## config.mk

```make
export PLATFORM = sky130hd
export DESIGN_NAME = mem_access_unit
export DESIGN_NICKNAME = d
export VERILOG_FILES = /design/src/rtl/mem_access_unit_pkg.sv /design/src/rtl/mem_access_unit_load_align.sv /design/src/rtl/mem_access_unit.sv
export SDC_FILE = /design/constraint.sdc
export NUM_CORES = 1
export LEC_CHECK = 0
export BUFFER_PORTS_ARGS = -buffer_cell sky130_fd_sc_hd__buf_2
export CAP_MARGIN = 15
export CORE_AREA = 2 2 143 110
export CTS_CLUSTER_DIAMETER = 120
export CTS_CLUSTER_SIZE = 12
export DETAILED_ROUTE_END_ITERATION = 12
export DIE_AREA = 0 0 145 112
export HOLD_SLACK_MARGIN = 0.06
export PLACE_DENSITY = 0.71
export RECOVER_POWER = 25
export SLEW_MARGIN = 20
export SYNTH_ARGS = -nofsm -noshare
export SYNTH_HDL_FRONTEND = slang
export SYNTH_SLANG_ARGS = --single-unit
```

## constraint.sdc

```tcl
create_clock -name clk -period 7.7 [get_ports clk]
set_clock_uncertainty 0.05 [all_clocks]
set_input_delay 0.77 -clock clk [delete_from_list [all_inputs] [get_ports clk]]
set_output_delay 0.77 -clock clk [all_outputs]
set_load 0.05 [all_outputs]
```

## src/rtl/mem_access_unit_pkg.sv

```systemverilog
// Shared encodings and helpers for the data-memory access unit.
package mem_access_unit_pkg;

  localparam int LANE_W = 8;

  typedef enum logic [1:0] {
    MEM_SIZE_BYTE = 2'b00,
    MEM_SIZE_HALF = 2'b01,
    MEM_SIZE_WORD = 2'b10,
    MEM_SIZE_BAD  = 2'b11
  } mem_size_e;

  typedef enum logic [1:0] {
    ST_IDLE,
    ST_ISSUE,
    ST_CAPTURE,
    ST_RESP
  } mau_state_e;

  // Request fields still needed after the accept cycle.
  typedef struct packed {
    logic       write;
    logic [1:0] size;
    logic       is_signed;
    logic [1:0] offset;
  } mem_req_t;

  function automatic logic access_error(input logic [1:0] size, input logic [1:0] off);
    return (size == MEM_SIZE_BAD) ||
           ((size == MEM_SIZE_HALF) && off[0]) ||
           ((size == MEM_SIZE_WORD) && (off != 2'b00));
  endfunction

  function automatic logic [3:0] lane_mask(input logic [1:0] size, input logic [1:0] off);
    case (size)
      MEM_SIZE_BYTE: return 4'b0001 << off;
      MEM_SIZE_HALF: return 4'b0011 << {off[1], 1'b0};
      default:       return 4'b1111;
    endcase
  endfunction

endpackage

```

## src/rtl/mem_access_unit_load_align.sv

```systemverilog
// mem_load_align: extracts the addressed byte/halfword from a RAM word and
// sign- or zero-extends it; words pass through untouched.
module mem_load_align
  import mem_access_unit_pkg::*;
#(
  parameter int DATA_WIDTH = 32
) (
  input  logic [DATA_WIDTH-1:0] rdata,
  input  logic [1:0]            offset,
  input  logic [1:0]            size,
  input  logic                  is_signed,
  output logic [DATA_WIDTH-1:0] data
);

  logic [1:0]            eff_off;
  logic [DATA_WIDTH-1:0] shifted;

  always_comb begin
    // Halfwords ignore offset[0]; they are always lane-pair aligned here.
    eff_off = (size == MEM_SIZE_HALF) ? {offset[1], 1'b0} : offset;
    shifted = rdata >> {eff_off, 3'b000};
    case (size)
      MEM_SIZE_BYTE: data = {{(DATA_WIDTH-8){is_signed & shifted[7]}}, shifted[7:0]};
      MEM_SIZE_HALF: data = {{(DATA_WIDTH-16){is_signed & shifted[15]}}, shifted[15:0]};
      default:       data = rdata;
    endcase
  end

endmodule

```

## src/rtl/mem_access_unit.sv

```systemverilog
// Data-memory access unit: one outstanding byte/half/word load or store to a
// synchronous RAM with one-cycle read latency. DATA_WIDTH must be 32.
module mem_access_unit
  import mem_access_unit_pkg::*;
#(
  parameter int ADDR_WIDTH = 32,
  parameter int DATA_WIDTH = 32
) (
  input  logic                  clk,
  input  logic                  rst,
  input  logic                  req_valid,
  output logic                  req_ready,
  input  logic                  req_write,
  input  logic [1:0]            req_size,
  input  logic                  req_signed,
  input  logic [ADDR_WIDTH-1:0] req_addr,
  input  logic [DATA_WIDTH-1:0] req_wdata,
  output logic                  resp_valid,
  input  logic                  resp_ready,
  output logic [DATA_WIDTH-1:0] resp_rdata,
  output logic                  resp_error,
  output logic                  ram_en,
  output logic [3:0]            ram_write_en,
  output logic [ADDR_WIDTH-1:0] ram_addr,
  output logic [DATA_WIDTH-1:0] ram_write_data,
  input  logic [DATA_WIDTH-1:0] ram_read_data
);

  localparam int NUM_LANES = DATA_WIDTH / LANE_W;

  mau_state_e                           state;
  mem_req_t                             req_q;
  logic [1:0]                           req_off;
  logic                                 req_err;
  logic [NUM_LANES-1:0][LANE_W-1:0]     store_data;
  logic [DATA_WIDTH-1:0]                load_data;

  assign req_off   = req_addr[1:0];
  assign req_err   = access_error(req_size, req_off);
  assign req_ready = (state == ST_IDLE);

  // Replicate narrow store data across every lane; the byte enables pick the target.
  for (genvar i = 0; i < NUM_LANES; i++) begin : g_lane
    assign store_data[i] = (req_size == MEM_SIZE_BYTE) ? req_wdata[7:0] :
                           (req_size == MEM_SIZE_HALF) ? req_wdata[LANE_W*(i%2) +: LANE_W] :
                                                         req_wdata[LANE_W*i +: LANE_W];
  end

  mem_load_align #(.DATA_WIDTH(DATA_WIDTH)) u_align (
    .rdata     (ram_read_data),
    .offset    (req_q.offset),
    .size      (req_q.size),
    .is_signed (req_q.is_signed),
    .data      (load_data)
  );

  always_ff @(posedge clk or posedge rst) begin
    if (rst) begin
      state          <= ST_IDLE;
      req_q          <= '0;
      resp_valid     <= 1'b0;
      resp_rdata     <= '0;
      resp_error     <= 1'b0;
      ram_en         <= 1'b0;
      ram_write_en   <= '0;
      ram_addr       <= '0;
      ram_write_data <= '0;
    end else begin
      case (state)
        ST_IDLE: begin
          if (req_valid) begin
            req_q <= '{write: req_write, size: req_size, is_signed: req_signed, offset: req_off};
            if (req_err) begin
              resp_valid <= 1'b1;
              resp_error <= 1'b1;
              resp_rdata <= '0;
              state      <= ST_RESP;
            end else begin
              ram_en         <= 1'b1;
              ram_addr       <= {req_addr[ADDR_WIDTH-1:2], 2'b00};
              ram_write_en   <= req_write ? lane_mask(req_size, req_off) : 4'b0000;
              ram_write_data <= req_write ? store_data : '0;
              state          <= ST_ISSUE;
            end
          end
        end
        ST_ISSUE: begin
          ram_en         <= 1'b0;
          ram_write_en   <= '0;
          ram_addr       <= '0;
          ram_write_data <= '0;
          if (req_q.write) begin
            resp_valid <= 1'b1;
            resp_rdata <= '0;
            state      <= ST_RESP;
          end else begin
            state <= ST_CAPTURE;
          end
        end
        ST_CAPTURE: begin
          resp_rdata <= load_data;
          resp_valid <= 1'b1;
          state      <= ST_RESP;
        end
        ST_RESP: begin
          if (resp_ready) begin
            resp_valid <= 1'b0;
            resp_rdata <= '0;
            resp_error <= 1'b0;
            state      <= ST_IDLE;
          end
        end
        default: state <= ST_IDLE;
      endcase
    end
  end

endmodule

```

; ---- Yosys cells after proc, flatten, opt, wreduce, memory -nomap -nowiden
; Index checks and enable logic that the tools add are counted.
[totals]
ff_bits = 111
latchBits = 0
mem_bits_rw = 0
rom_bits = 0
inputBits = 104
mem_count = 0
[op_classes]
add_sub_neg = 0
n_mul = 0
n_div = 0
n_lt_le_gt_ge = 0
n_eq_ne = 12
n_shift = 3
n_mux = 38
n_bitwise = 2
reduce_logical = 15
[ops]
columns = cell, n
row1 = two-way mux 32 bit, 9
row2 = case mux 32 bit (2 select lines), 3
row3 = case mux 32 bit (4 select lines), 1
row4 = two-way mux 8 bit, 5
row5 = >> shifter 32 x 5 -> 16 bit, 1
row6 = case mux 4 bit (2 select lines), 2
row7 = two-way mux 4 bit, 3
row8 = "equality test 2 bit, second input constant", 4
row9 = two-way mux 1 bit, 8
row10 = "!= test 2 bit, second input constant", 4
row11 = case mux 2 bit (4 select lines), 1
row12 = AND reduction 4 bit, 2
row13 = "equality test 2 x 1 -> 1 bit, second input constant", 3
row14 = logical NOT 2 bit, 3
row15 = two-way mux 2 bit, 3
row16 = nonzero test 2 bit, 3
row17 = case mux 1 bit (2 select lines), 2
row18 = case mux 1 bit (4 select lines), 1
row19 = AND reduction 2 bit, 2
row20 = "left shift 1 x 2 -> 4 bit, first input constant", 1
row21 = "left shift 2 x 2 -> 4 bit, first input constant", 1
row22 = AND reduction 3 bit, 1
row23 = AND 1 bit, 2
row24 = logical AND 1 bit, 2
row25 = 2 further kinds, 3

; ---- Longest topological paths before layout
; Gate-level depths: netlist of run 1.
[depth]
word_depth = 7
mapped_depth = 9
depth_no_buf = 7

; ---- Cells and area by module
; A second synthesis of run 1 with hierarchy kept.
[hier_totals]
hier_cells = 554
area_unflattened_um2 = 5671.7
[by_module_without_submodules]
columns = module, n_inst, cells_each, area_each_um2, seq_area_each_um2
row1 = mem_access_unit, 1, 458, 4959.8, 2727.6
row2 = mem_load_align, 1, 96, 711.9, 0.0

; ---- Worst setup path before layout of run 1
; Ideal clock, no wire load.
[synth_timing]
kind = flip-flop to flip-flop
startpoint = register state[0]
endpoint = register resp_rdata[4]
setup_ns = 0.124
arrival_ns = 2.180
setup_slack_ns = 5.346
path_stages_with_launch = 9
period_less_slack_ns = 2.354
path_cell_list = dfrtp_1 inv_1 ha_1 inv_1 o22ai_2 nand3b_1 buf_4 mux2_2 o31a_1
[synth_between]
elab_chain_len = 3
word_cells_on_any_way = 10
classes_between = eq/ne: 7 / mux: 1 / reduce/logical: 2
[synth_lines]
columns = element, line
row1 = "start, declared", mem_access_unit.sv:31  ; mau_state_e state;
row2 = "start signal, assigned", mem_access_unit.sv:59  ; state <= ST_IDLE;
row3 = "start signal, assigned", mem_access_unit.sv:77  ; state <= ST_RESP;
row4 = "start signal, assigned", mem_access_unit.sv:83  ; state <= ST_ISSUE;
row5 = logical NOT 2 bit *, --
row6 = net req_ready, mem_access_unit.sv:12  ; output logic req_ready,
row7 = != test 2 x 1 -> 1 bit (no source line) / != test 2 bit (equally long branches), --
row8 = AND reduction 4 bit (no source line), --
row9 = "end signal, assigned", mem_access_unit.sv:101  ; resp_rdata <= load_data;
row10 = "end, declared", mem_access_unit.sv:20  ; output logic [DATA_WIDTH-1:0] resp_rdata,
; Mark *: on every way through the listed nets, which the timed path passes. The rest lies on a longest branch.
; A chain may end at the register's enable or synchronous reset.

; ---- Worst setup path in the final report of run 1
[layout_timing]
startpoint = input port req_size[1]
endpoint = register ram_write_data[27]
[layout_between]
elab_chain_len = 7
word_cells_on_any_way = 16
classes_between = eq/ne: 4 / mux: 6 / reduce/logical: 6
[layout_lines]
columns = element, line
row1 = "start, declared", mem_access_unit.sv:14  ; input logic [1:0] req_size,
row2 = equality test 2 x 1 -> 1 bit, "mem_access_unit_pkg.sv:30, mem_access_unit.sv:45"
row3 = two-way mux 8 bit, mem_access_unit.sv:45  ; (req_size == MEM_SIZE_HALF) ? req_wdata[LANE_W*(i%2) +: LANE_W] :
row4 = two-way mux 8 bit, mem_access_unit.sv:44  ; assign store_data[i] = (req_size == MEM_SIZE_BYTE) ? req_wdata[7:0] :
row5 = two-way mux 32 bit, mem_access_unit.sv:82  ; ram_write_data <= req_write ? store_data : '0;
row6 = two-way mux 32 bit, mem_access_unit.sv:73  ; if (req_err) begin
row7 = two-way mux 32 bit, mem_access_unit.sv:71  ; if (req_valid) begin
row8 = case mux 32 bit (2 select lines), mem_access_unit.sv:69  ; case (state)
row9 = "end signal, assigned", mem_access_unit.sv:82
row10 = "end, declared", mem_access_unit.sv:25  ; output logic [DATA_WIDTH-1:0] ram_write_data,
; Parallel ways exist; a longest one is shown, timed or not. The select of a mux whose other input is x is not followed.

==> results of run 1 <==
metrics by stage:
step	setup slack, ps	hold WS, ps	utilization (%)	area (um^2)
floorplan	4010	439	-	5130
finish	4850	423	44.2	6570
CTS	4790	354	44.2	6570
global placement	4540	403	42.1	6270
detailed placement	4420	411	42.1	6270
global route	4600	461	44.2	6570
synth_stat cells, types with 2 or more instances:
cell type and instances:
a22o_1 45, buf_4 9, nor2b_1 2, o31a_1 2
clkbuf_1 14, o21ai_0 22, a22oi_1 3, buf_2 11
dfrtp_1 109, a32o_1 4, ha_1 4, nor3_1 3
nor3b_1 2, nor2_1 14, o21ai_2 2, mux2_2 11
a41oi_1 8, a21oi_1 31, or3_1 12, mux2i_1 30
a21o_1 3, inv_1 6, nor3_2 2, o21ai_1 37
nand2b_1 10, o221ai_1 3, inv_2 2, o21a_1 2
nand2_1 65
cells by family (layout without fill, tap and decap cells):
logic type,count (synthesis),count (layout),synth area share [%]
compound gates,169,169,22.6
fa+ha+maj,4,4,0.976
buf+inv,43,233,4.07
flops,109,109,53.2
mux,41,41,8.27
other cells,1,2,0.0731
simple gates,116,116,10.8
state kept, by name, indices dropped and copies added (netlist names):
| name | count |
|---|---|
| ram_en | 1 |
| state | 2 |
| req_q | 6 |
| ram_addr | 30 |
| ram_write_en | 4 |
| resp_rdata | 32 |
| resp_valid | 1 |
| ram_write_data | 32 |
| resp_error | 1 |
power breakdown:
group / total (mW) / internal [mW] / switching [mW]
logic: 1.61 / 0.428 / 1.18
clock network: 0.470 / 0.263 / 0.207
registers: 0.937 / 0.771 / 0.166
layout make-up:
cell class	instances	area, um^2
Inverter	8	31.3
Sequential cell	109	2730
Tap cell	205	256
Timing Repair Buffer	209	1060
Clock buffer	12	246
Clock inverter	4	55.1
Multi-Input combinational cell	332	2200
Fill cell	1443	8310
routing by layer:
metal / vias up / part of all wire, % / wire length, um / global-route usage [%]
met4: 0 / 2.4 / 348 / 7.26
met5: - / 0 / 0 / 0
met2: 174 / 43 / 6290 / 25.4
met3: 26 / 6.4 / 923 / 4.14
met1: 2140 / 48 / 6960 / 26.3
li1: 2134 / - / - / -
worst paths after layout:
path                        startpoint            endpoint  slack (ps)  cells after the start
setup / recovery           req_size[1]  ram_write_data[27]        4850                      7
hold / removal                  ram_en              ram_en         420                      1
setup reg to reg              state[0]  ram_write_data[27]        4990                      7
hold reg to reg                 ram_en              ram_en         420                      1
max in group asynchronous          rst      resp_rdata[20]        5700                      3
min in group asynchronous          rst         ram_addr[6]         640                      2
==> results.md, run 1 <==
* Status: completed
* Final Wtd Congestion at 0.919
* Crit start category: input pin
* Die W at 145 um
* Maximum vdd drop at about 200 uV
* CTS tree: built
* Leak at approximately 3.4 nW
* Final TNS setup at 0 ps
* Die Y at around 110 um
* Period Utilization, post-route at 37.0%
* Slew headroom at roughly 14%
* Initial antenna violation count at 0
* Slowest-stage cell, CP: nand2_1
* Vias per inst at about 5
* Drt drc at 0
* Synth Flop Type: dfrtp_1
* Syn Inst Count at 483
* Final hold violation count at 0
* Clk_lat worst skew at roughly 350 ps
* CP endpoint kind: flip-flop
* Vias in the first global route at ~4.2k
* Placed insts at between 800 and 900
* Warnings, synthesis at 0
* Max clock buf depth at 2
* Worst-path maximum fanout at 33
* Post-Syn Area per Cell at ~11 um^2
* Async S/R FF share, synth at 100%
* Post-CTS Hold Buffers at 0
* Register area share after synthesis at a little over half
* Pwr/cell area at approximately 460 nW/um^2
* Final #Nets at 777
* Io pins at 208
* CTS buffer count at 9
* Layout cells sized above 1 at a little under two fifths
* Critical path required time at slightly below 8000 ps
* Wire per inst at between 15 and 20 um
* Wirelength, routed at approximately 15 mm
* Post-CTS Setup Bufs at 0
* Largest net degree at the start of global routing at 81
* Cts repair resizes at 0
* Cell variety after synth at 44
* Rows at 39
* Synth Cell Area at 5130 um^2
* Pins Over Slew Limit at 0
* Worst min path class: flip-flop to flip-flop
* Clock slew at the register clock pins of the worst setup and hold paths at 70 ps
* Synth-to-layout area growth at 28.1%
* Final setup vio count at 0
* Dpl hpwl at 10.4 mm
* Most frequent cells in the layout: buf_2 (205), dfrtp_1 (109), nand2_1 (65)
* Post-synth EDFFs at 0
* Top cell type's share of synthesized area at 53.2%
* Least-Margin Pin Slew at between 1000 and 1500 ps
* Antenna diodes at 0
* First DRT Iteration DRCs at 450
* Core Region at between 10000 and 15000 um^2
* Unrepaired setup endpoints after global routing: false
* Max Cap Viol at 0
* Crit-path cells: buf_2 > a21oi_1 > o21ai_2 > nor3b_4 > buf_4 > nand2_1 > o21ai_0
* Most common cell after layout, fill and taps aside: buf_2
* Initial core utilization at 34.5%
* Slowest stage delay, CP at about 600 ps
* Overflow after GRT at 0
* First drt pass iteration count at 7
* Cell taking the most area after synthesis: dfrtp_1
* Total chip power at ~3.0 mW
* Via Count at between 4k and 5k
* Wire length of the first global-routing pass at approximately 23 mm
* Fmax at between 300 and 400 MHz
* Gr usage total at roughly 18%
* Number of synthesized register bits at 109
* Clock sink count at about 110
* Final non-filler cell total at between 800 and 900
* CTS H-tree depth at 3
* CTS root buf: clkbuf_16
* Critical path buffers and inverters at 2
* ANT nets after route at 0
* Fin crit period at 2850 ps
* CP delay by family, top: compound AO/OA/AOI/OAI gates
* Synth top area cells: dfrtp_1 (53%), a22o_1 (7.7%), mux2i_1 (5.9%), nand2_1 (4.8%), o21ai_1 (3.6%)
* Die area at 16200 um^2
* Crit path kind: input pin to flip-flop
* Port Buf Inserts at slightly above 200
* CP arrival at around 3100 ps
Power figures use the tool's default switching activity.
==> inputs of run 2 (changes only) <==
==> constraint.sdc (replaced) <==
create_clock -name clk -period 2.9 [get_ports clk]
set_clock_uncertainty 0.05 [all_clocks]
set_input_delay 0.29 -clock clk [delete_from_list [all_inputs] [get_ports clk]]
set_output_delay 0.29 -clock clk [all_outputs]
set_load 0.05 [all_outputs]
==> results.md, run 2 (synthesis results as in run 1) <==
* Final Wtd Congestion at 0.971 (+5.6%)
* Vias in the first global route at 4369 (+4.2%)
* Vias per inst at 5.10 (+0.23%)
* Critical path required time at 3080 ps (-4820 ps)
* Cell Int Power at 4.06 mW (+180%)
* Drt drc at 0 (unchanged)
* Clk_lat worst skew at 350 ps (about the same)
* Placed inst area at 6360 um^2 (+1.4%)
* CTS buffer count at 9 (unchanged)
* Most common cell after layout, fill and taps aside: buf_2
* Port Buf Inserts at 205 (unchanged)
* First drt pass iteration count at 4 (-3)
* Crit start category: flip-flop
* Final setup vio count at 0 (unchanged)
* Sw power at 4.16 mW (+170%)
* Leak at 3.46 nW (+1.6%)
* Slew headroom at 1.82% (-12 points)
* WL met2 at 6.50 mm (+3.3%)
* Wire length of the first global-routing pass at 24.2 mm (+4.9%)
* Final #Nets at 785 (+1.0%)
* Pins Over Slew Limit at 0 (unchanged)
* Post-CTS Setup Bufs at 0 (unchanged)
* Fin crit period at 2300 ps
* Most frequent cells in the layout: buf_2 (205), dfrtp_1 (109), nand2_1 (65)
* Top sig layer: met4
* Dpl ws at 655 ps (-3760 ps)
* Via Count at 4525 (+1.1%)
* Period Utilization, post-route at about four fifths
* ANT nets after route at 0 (unchanged)
* CP arrival at 2480 ps (-570 ps)
* Largest registers: ram_write_data x32, resp_rdata x32, ram_addr x30
* Crit path from: state[1]
* Max Cap Viol at 0 (unchanged)
* Final Util at 44.9% (+0.69 points)
* Post-route cell area at 6680 um^2 (+1.6%)
* Cts repair resizes at 0 (unchanged)
* Comb pwr share at 54.3% (+1.0 points)
* Core Region at 14900 um^2 (unchanged)
* Die W at 145 um (unchanged)
* Fin worst setup slack at 603 ps (-4240 ps)
* Fmax at ~440 MHz
* First DRT Iteration DRCs at 318 (-29%)
* Max clock buf depth at 2 (unchanged)
* Overflow after GRT at 0 (unchanged)
* HP Start: req_addr[31]
* CTS root buf: clkbuf_16
* Clock slew at the register clock pins of the worst setup and hold paths at 70 ps (about the same)
* Status: completed
* Sequential share of power at 29.2% (-1.9 points)
* M1 wire length at 7.21 mm (+3.6%)
* Largest net degree at the start of global routing at 110 (+36%)
* Pwr/cell area at 1230 nW/um^2 (+170%)
* Io pins at 208 (unchanged)
* Post-CTS Hold Buffers at 0 (unchanged)
* Met3 routed WL at 995 um (+7.8%)
* Die area at 16200 um^2 (unchanged)
* CP endpoint kind: flip-flop
* Synth-to-layout area growth at 30.1%
* WHS at 112 ps (-311 ps)
* Layout cells sized above 1 at 38.0% (+1.0 points)
* Worst min path class: input pin to flip-flop
* Gr usage total at 18.8% (+0.85 points)
* Crit path kind: flip-flop to flip-flop
* Wire per inst at 16.9 um (+2.5%)
* Unrepaired setup endpoints after global routing: false
* CTS H-tree depth at 3 (unchanged)
* Final hold violation count at 0 (unchanged)
* Initial antenna violation count at 0 (unchanged)
* R2R Path Start: state[1]
* Final non-filler cell total at 887 (+0.91%)
* Die Y at 112 um (unchanged)
* Clock sink count at 109 (unchanged)
* Total chip power at 8.22 mW (+170%)
* Maximum vdd drop at 498 uV (+150%)
* Worst-path maximum fanout at 14 (-58%)
* Final TNS setup at 0 ps (unchanged)
* Dpl hpwl at 10.6 mm (+2.2%)
* CTS tree: built
* Switching power share of the total at 50.6% (-0.91 points)
* Antenna diodes at 0 (unchanged)
* Placed insts at 871 (+0.93%)
* Wirelength, routed at 15.0 mm (+3.4%)
* Least-Margin Pin Slew at 1470 ps (+190 ps)
* Rows at 39 (unchanged)
* Clk pwr share at 16.6% (+1.0 points)
* Initial core utilization at 34.5% (unchanged)
==> run 2: routing by layer <==
layer	up-vias	global-route usage [%]
li1	2150	-
met1	2190	27.1
met2	160	27.1
met3	25	5.57
met4	0	5.81
met5	-	0
==> run 2: area by class of cell <==
class	count	area [um^2]
Fill cell	1403	8210
Inverter	8	31.3
Clock buffer	11	253
Tap cell	205	256
Clock inverter	5	82.6
Multi-Input combinational cell	332	2200
Timing Repair Buffer	217	1130
Sequential cell	109	2730
==> run 2: final timing paths <==
| kind | end | cells past startpoint | slack, ps |
|---|---|---|---|
| max in group asynchronous | ram_addr[11] | 3 | 1460 |
| worst max register to register | resp_rdata[4] | 8 | 600 |
| worst min register to register | ram_write_data[28] | 2 | 420 |
| min in group asynchronous | ram_write_data[15] | 3 | 430 |
| worst max-delay path | resp_rdata[4] | 8 | 600 |
| worst min-delay path | ram_addr[31] | 2 | 110 |
==> run 2: worst max-delay path, stage by stage (launching register included) <==
cell and delay, ps:
dfrtp_1 420, inv_1 120, ha_1 340, inv_1 140, o22ai_2 250, nand3b_1 200
buf_4 210, mux2_2 350, o31a_1 100
==> run 2: power by group through the flow <==
stage	registers, mW	clock network, mW	logic (mW)
after CTS	2.40	1.41	4.47
after floorplan	4.02	0	1.78
after detailed placement	2.41	0	4.46
final	2.40	1.36	4.46
after global routing	2.47	1.48	4.75
after global placement	2.40	0	4.42
